[config.mk]
export PLATFORM = sky130hd
export DESIGN_NAME = pc_branch_ctrl
export DESIGN_NICKNAME = d
export VERILOG_FILES = /design/src/rtl/pc_branch_ctrl.sv
export SDC_FILE = /design/constraint.sdc
export NUM_CORES = 1
export LEC_CHECK = 0
export ABC_AREA = 1
export ABC_CLOCK_PERIOD_IN_PS = 1700
export CAP_MARGIN = 20
export CORE_ASPECT_RATIO = 1.4
export CORE_MARGIN = 2
export CORE_UTILIZATION = 44
export DETAILED_ROUTE_END_ITERATION = 8
export PLACE_DENSITY = 0.8
export SLEW_MARGIN = 20
export SYNTH_ARGS = -nofsm -noshare
export SYNTH_HDL_FRONTEND = slang
export SYNTH_SLANG_ARGS = --single-unit
[constraint.sdc]
create_clock -name Clk -period 1.7 [get_ports Clk]
set_input_delay 0.255 -clock Clk [delete_from_list [all_inputs] [get_ports Clk]]
set_output_delay 0.255 -clock Clk [all_outputs]
set_load 0.01 [all_outputs]
[src/rtl/pc_branch_ctrl.sv]
// PC register and branch resolution for the RISC CPU front end.
// Owns the flush window after taken branches plus fetch, stall and halt control.
module pc_branch_ctrl #(
    parameter int              AW           = 8,
    parameter int              DW           = 8,
    parameter logic [AW-1:0]   RESET_PC     = '0,
    parameter int              FLUSH_CYCLES = 2
) (
    input  logic          Clk,
    input  logic          Rst,
    input  logic          Stall,
    input  logic          BrValid,
    input  logic          BrNe,
    input  logic [DW-1:0] OpA,
    input  logic [DW-1:0] OpB,
    input  logic [AW-1:0] BrTarget,
    input  logic          Halt,
    output logic [AW-1:0] PC,
    output logic          FetchEn,
    output logic          Flush,
    output logic          BrTaken,
    output logic          Halted
);

    localparam logic [1:0] BOOT  = 2'd0;
    localparam logic [1:0] RUN   = 2'd1;
    localparam logic [1:0] FLUSH = 2'd2;
    localparam logic [1:0] HALT  = 2'd3;

    logic [1:0] state;
    logic [3:0] flushCnt;
    logic       taken;

    assign taken   = BrValid & ((OpA == OpB) ^ BrNe);
    assign FetchEn = (state == RUN) & ~Stall;
    assign Flush   = (state == FLUSH);

    always_ff @(posedge Clk or posedge Rst) begin
        if (Rst) begin
            state    <= BOOT;
            PC       <= RESET_PC;
            BrTaken  <= 1'b0;
            Halted   <= 1'b0;
            flushCnt <= '0;
        end else begin
            unique case (state)
                BOOT: begin
                    BrTaken <= 1'b0;
                    state   <= RUN;
                end
                RUN: begin
                    BrTaken <= taken;
                    // A taken branch beats both Halt and Stall.
                    if (taken) begin
                        PC       <= BrTarget;
                        flushCnt <= 4'(FLUSH_CYCLES);
                        state    <= FLUSH;
                    end else if (Halt) begin
                        Halted <= 1'b1;
                        state  <= HALT;
                    end else if (!Stall) begin
                        PC <= PC + AW'(1);
                    end
                end
                FLUSH: begin
                    BrTaken  <= 1'b0;
                    flushCnt <= flushCnt - 4'd1;
                    if (flushCnt == 4'd1) begin
                        state <= RUN;
                    end
                end
                HALT: begin
                    BrTaken <= 1'b0;
                end
            endcase
        end
    end

endmodule

; Word-level counts from Yosys, hierarchy flattened
; Index checks and enable logic that the tools add are counted.
[totals]
ff_bits = 16
latch_bits = 0
mem_bits_rw = 0
rom_bits = 0
input_bits = 30
out_inout_bits = 12
elab_cells = 40
n_memories = 0
[op_classes]
n_addsub = 2
mul = 0
n_div = 0
order_cmp = 0
eq_ne = 10
n_shift = 0
mux = 10
bitwise = 5
reduce_logical = 8
[ops]
columns = operator, count
row1 = 8-bit two-way mux, 3
row2 = 3-bit AND reduction, 3
row3 = "8-bit by 1-bit adder with 8-bit output, second input constant", 1
row4 = 8-bit equality test, 1
row5 = 4-bit case mux with 2 select lines, 1
row6 = 2-bit two-way mux, 3
row7 = "2-bit by 1-bit inequality test with 1-bit output, second input constant", 3
row8 = 2-bit case mux with 3 select lines, 1
row9 = "2-bit equality test, second input constant", 2
row10 = "4-bit by 1-bit equality test with 1-bit output, second input constant", 1
row11 = 4-bit two-way mux, 1
row12 = "4-bit by 1-bit subtractor with 4-bit output, second input constant", 1
row13 = "3-bit inequality test, second input constant", 1
row14 = 3-bit nonzero test, 1
row15 = 3-bit OR reduction, 1
row16 = 1-bit AND, 2
row17 = "2-bit by 1-bit equality test with 1-bit output, second input constant", 1
row18 = 2-bit zero test, 1
row19 = "2-bit inequality test, second input constant", 1
row20 = 1-bit inverter, 2
row21 = 1-bit case mux with 2 select lines, 1
row22 = 2-bit AND reduction, 1
row23 = 2-bit nonzero test, 1
row24 = 1-bit bitwise XOR, 1

; Depth between registers and ports, before layout
; Gate-level depths: netlist of the first run.
[logic_depth]
ltp_word = 5
depth_mapped = 12
depth_no_buf = 12

; Least setup slack after synthesis of the first run
; OpenSTA, ideal clock, no wires.
[synth_timing]
path_type = register to register
start = register state[1]
end = register PC[4]
setup_ns = 0.066
arrival_ns = 1.322
path_slack_ns = 0.313
stages_incl_launch_ff = 8
synth_period_minus_slack_ns = 1.387
cell_sequence = dfrtp_1 > nor2_2 > inv_1 > nor2_1 > nand2_1 > nand2_2 > nand2_1 > nand2_1
[synth_via]
elab_chain_cells = 2
[synth_lines]
columns = item, line
row1 = "start, declared", 30  ; logic [1:0] state;
row2 = "start signal, assigned", 40  ; state <= BOOT;
row3 = "start signal, assigned", 49  ; state <= RUN;
row4 = "start signal, assigned", 57  ; state <= FLUSH;
row5 = 2-bit by 1-bit equality test with 1-bit output, 46  ; unique case (state)
row6 = 3-bit AND reduction (no line), --
row7 = "end signal, assigned", 55  ; PC <= BrTarget;
row8 = "end signal, assigned", 62  ; PC <= PC + AW'(1);
row9 = "end, declared", 18  ; output logic [AW-1:0] PC,
; No other way between the ends.
; A chain may end at the register's enable or synchronous reset.

; Final worst setup path of the first run
[layout_timing]
start = register PC[4]
end = output PC[4]
; No word-level cell between the ends.

==> results of run 1 <==
## report_power, final
| group | internal, µW | leakage, µW | switching [µW] | total, µW |
|---|---|---|---|---|
| clock network | 130 | 0.0000210 | 123 | 254 |
| logic | 496 | 0.000593 | 510 | 1010 |
| registers | 545 | 0.000195 | 182 | 727 |
## path summary, 6_finish.rpt
path / startpoint / end / slack (ns) / cells past startpoint
worst max-delay path: PC[4] / PC[4] / 0.12 / 1
worst min-delay path: Rst / PC[7] / 0.32 / 2
worst max register to register: state[1] / PC[2] / 0.16 / 7
worst min register to register: Halted / Halted / 0.51 / 1
max in group asynchronous: Rst / state[1] / 0.96 / 2
min in group Clk: Halted / Halted / 0.51 / 1
## stage by stage
stage          std cells  utilization, %  setup WS (ns)  total power [µW]  setup TNS [ns]
2_1_floorplan        148               -          0.313              1260               0
3_3_place_gp         225            66.2         -0.130              1650           -1.18
3_5_place_dp         225            66.2         -0.220              1700           -2.29
4_1_cts              229            67.9         0.0314              1970               0
5_1_grt              231            69.4      -0.000121              2130       -0.000121
6_report             231            69.4          0.117              1990               0
## logic make-up after synthesis
kind of cell | Yosys count
flops | 16
compound gates | 4
xor+xnor | 13
fa+ha+maj | 3
simple gates | 92
buf+inv | 20
## layout make-up
class	instances	area share, %
clock buffers	4	2.19
flip-flops and latches	16	24.2
repair buffers	46	26.6
multi-input cells	113	40.3
inverters	18	4.07
well taps	34	2.56
## cells in the mapped netlist
master / instances
nand3_4: 1
o21bai_1: 1
a21oi_1: 1
nand4_1: 9
nor2_1: 4
nand2_2: 2
nor2_2: 2
inv_1: 18
dfrtp_1: 16
buf_2: 1
nand3_2: 1
xor2_1: 4
nor4_1: 1
nand4_4: 1
xnor2_1: 9
nand3b_1: 1
nor2_4: 1
nand3_1: 13
nand2_1: 55
a22oi_1: 1
ha_1: 3
o211ai_1: 1
nand2_4: 1
buf_6: 1
## registers in the layout, summed over array words and instances, names as in the netlist
signal	flops
state	2
Halted	1
BrTaken	1
flushCnt	4
PC	8
## what timing repair did
| item | 4_1_cts | 5_1_grt |
|---|---|---|
| endpoints found under the hold margin | 0 | 0 |
| setup buffers | 0 | 1 |
| hold buffers | 0 | 0 |
| setup endpoints to repair | 2 | 9 |
| resized for setup | 5 | 6 |
| gates cloned | 0 | 1 |
## metal layers
| layer | share of wire (%) | GRT usage (%) |
|---|---|---|
| met1 | 35 | 23.1 |
| met2 | 57 | 40.8 |
| met3 | 6.0 | 2.01 |
| met4 | 2.2 | 8.93 |
| met5 | 0 | 0 |
==> results.md, run 1 <==
- Outcome: finished, final reports clean
- Max Freq: 0.632 GHz
- Seq/Total Area, Yosys: 35.9%
- Vias in the first global route: 1,214
- DIE AREA: 2960 µm²
- Min-delay worst type: in -> async
- Area growth from synthesis to final layout: 48.7%
- Initial cell density of the core: 46.7%
- Layout cells sized above 1: 11.7%
- Cell taking the most area after synthesis: dfrtp_1
- Fillers: 195
- Syn_nets: 181
- Max-cap violations: 0
- Setup violations, final: 0
- Cells along the critical path: clkdlybuf4s50_1
- Ys Warns: 0
- Grt ovf: 0
- DRT Pass-1 Iters: 4
- Critical Path AT: 1.33 ns
- WL final: 3.07 mm
- Hold_ws: 0.319 ns
- WP buf/inv: 1
- Netlist cell types: 24
- Core box area: 2390 µm²
- Num rows: 21
- Deepest clock path buffer count: 2
- Post-Synth Adder-Cell Area: 3.36%
- Gate Count Post-Synth: 148
- Die H: 63.6 µm
- Avg Inst Size Synth: 7.54 µm²
- Crit end category: output pin
- Min Tclk post-route: 1.58 ns
- Post-Route Skew: 0.00895 ns
- Routed wire per std cell: 13.3 µm
- Worst EP required: 1.44 ns
- DPL Wire Length: 2.37 mm
- N_diodes: 0
- Seq cells post-synth: 16
- CP max FO: 6
- Cell area power density: 1200 nW/µm²
- Clock-pin slew on the worst setup and hold paths: 0.10 ns
- Multi-input gate area: 669 µm²
- Max stage delay on crit path: 0.58 ns
- Final hold violations: 0
- Clock latency on the worst-skew pair: 0.29 ns
- Largest net degree at the start of global routing: 17
- Vias per std cell: 5.06
- # clock sinks: 16
- Most common cell after layout, fill and taps aside: nand2_1
- Placed inst area: 1580 µm²
- Commonest non-fill, non-tap cells in the layout: nand2_1 (54), clkdlybuf4s50_1 (39), inv_1 (17), dfrtp_1 (15), nand3_1 (13)
- Max Slew Vio Count: 0
- Nets: 231
- Compound-Gate Fraction of Synth Area: 2.47%
- Pleak: 0.000809 µW
- Main combinational cell family by area after synthesis: simple AND/OR/NAND/NOR gates
- Initial antenna violation count: 0
- Port bufs: 41
- Die width: 46.6 µm
- I/O pin count: 42
- Post-Synth XOR/XNOR Area: 10.2%
- Slew headroom: 60.0%
- DRT iter0 DRCs: 48
- Register area: 402 µm²
- DRC Markers: 0
- Htree depth: 1
- Cell Area, Synth: 1120 µm²
- Area contributors post-synth: dfrtp_1 (36%), nand2_1 (18%), xnor2_1 (7.1%), inv_1 (6.1%), nand3_1 (5.8%)
- Gpl congestion: 0.828
- Maximum vdd drop: 0.776 mV
- Top cell type's share of synthesized area: 35.9%
- CP max-delay cell: clkdlybuf4s50_1
- Top Family by Delay on Critical Path: buffers and inverters
- CTS tree: built
- Final Cell Area: 1660 µm²
- Setup CP Type: reg -> out
- Worst slew pin tran: 0.599 ns
- Cell at the root of the clock tree: clkbuf_4
- Final period utilization: 93.1%
- Synth Area in Simple Gates: 40.6%
- Antenna-violating nets left: 0
- Tot GR Track Use: 21.9%
- CTS Buf Count: 3
- Vias: 1,169
- CP startpoint kind: flip-flop
- Mux cell area share after synthesis: 0%
- First-pass GRT wire length: 4.88 mm
Power figures use the tool's default switching activity.
==> run 2: changes to the inputs <==
--- a/config.mk
+++ b/config.mk
@@ -11,6 +11,7 @@
 export CORE_ASPECT_RATIO = 1.4
 export CORE_MARGIN = 2
 export CORE_UTILIZATION = 44
+export CTS_CLUSTER_SIZE = 24
 export DETAILED_ROUTE_END_ITERATION = 8
 export PLACE_DENSITY = 0.8
 export SLEW_MARGIN = 20
==> results of run 2 <==
No change in the layout: final DEF, timing and power equal those of run 1.
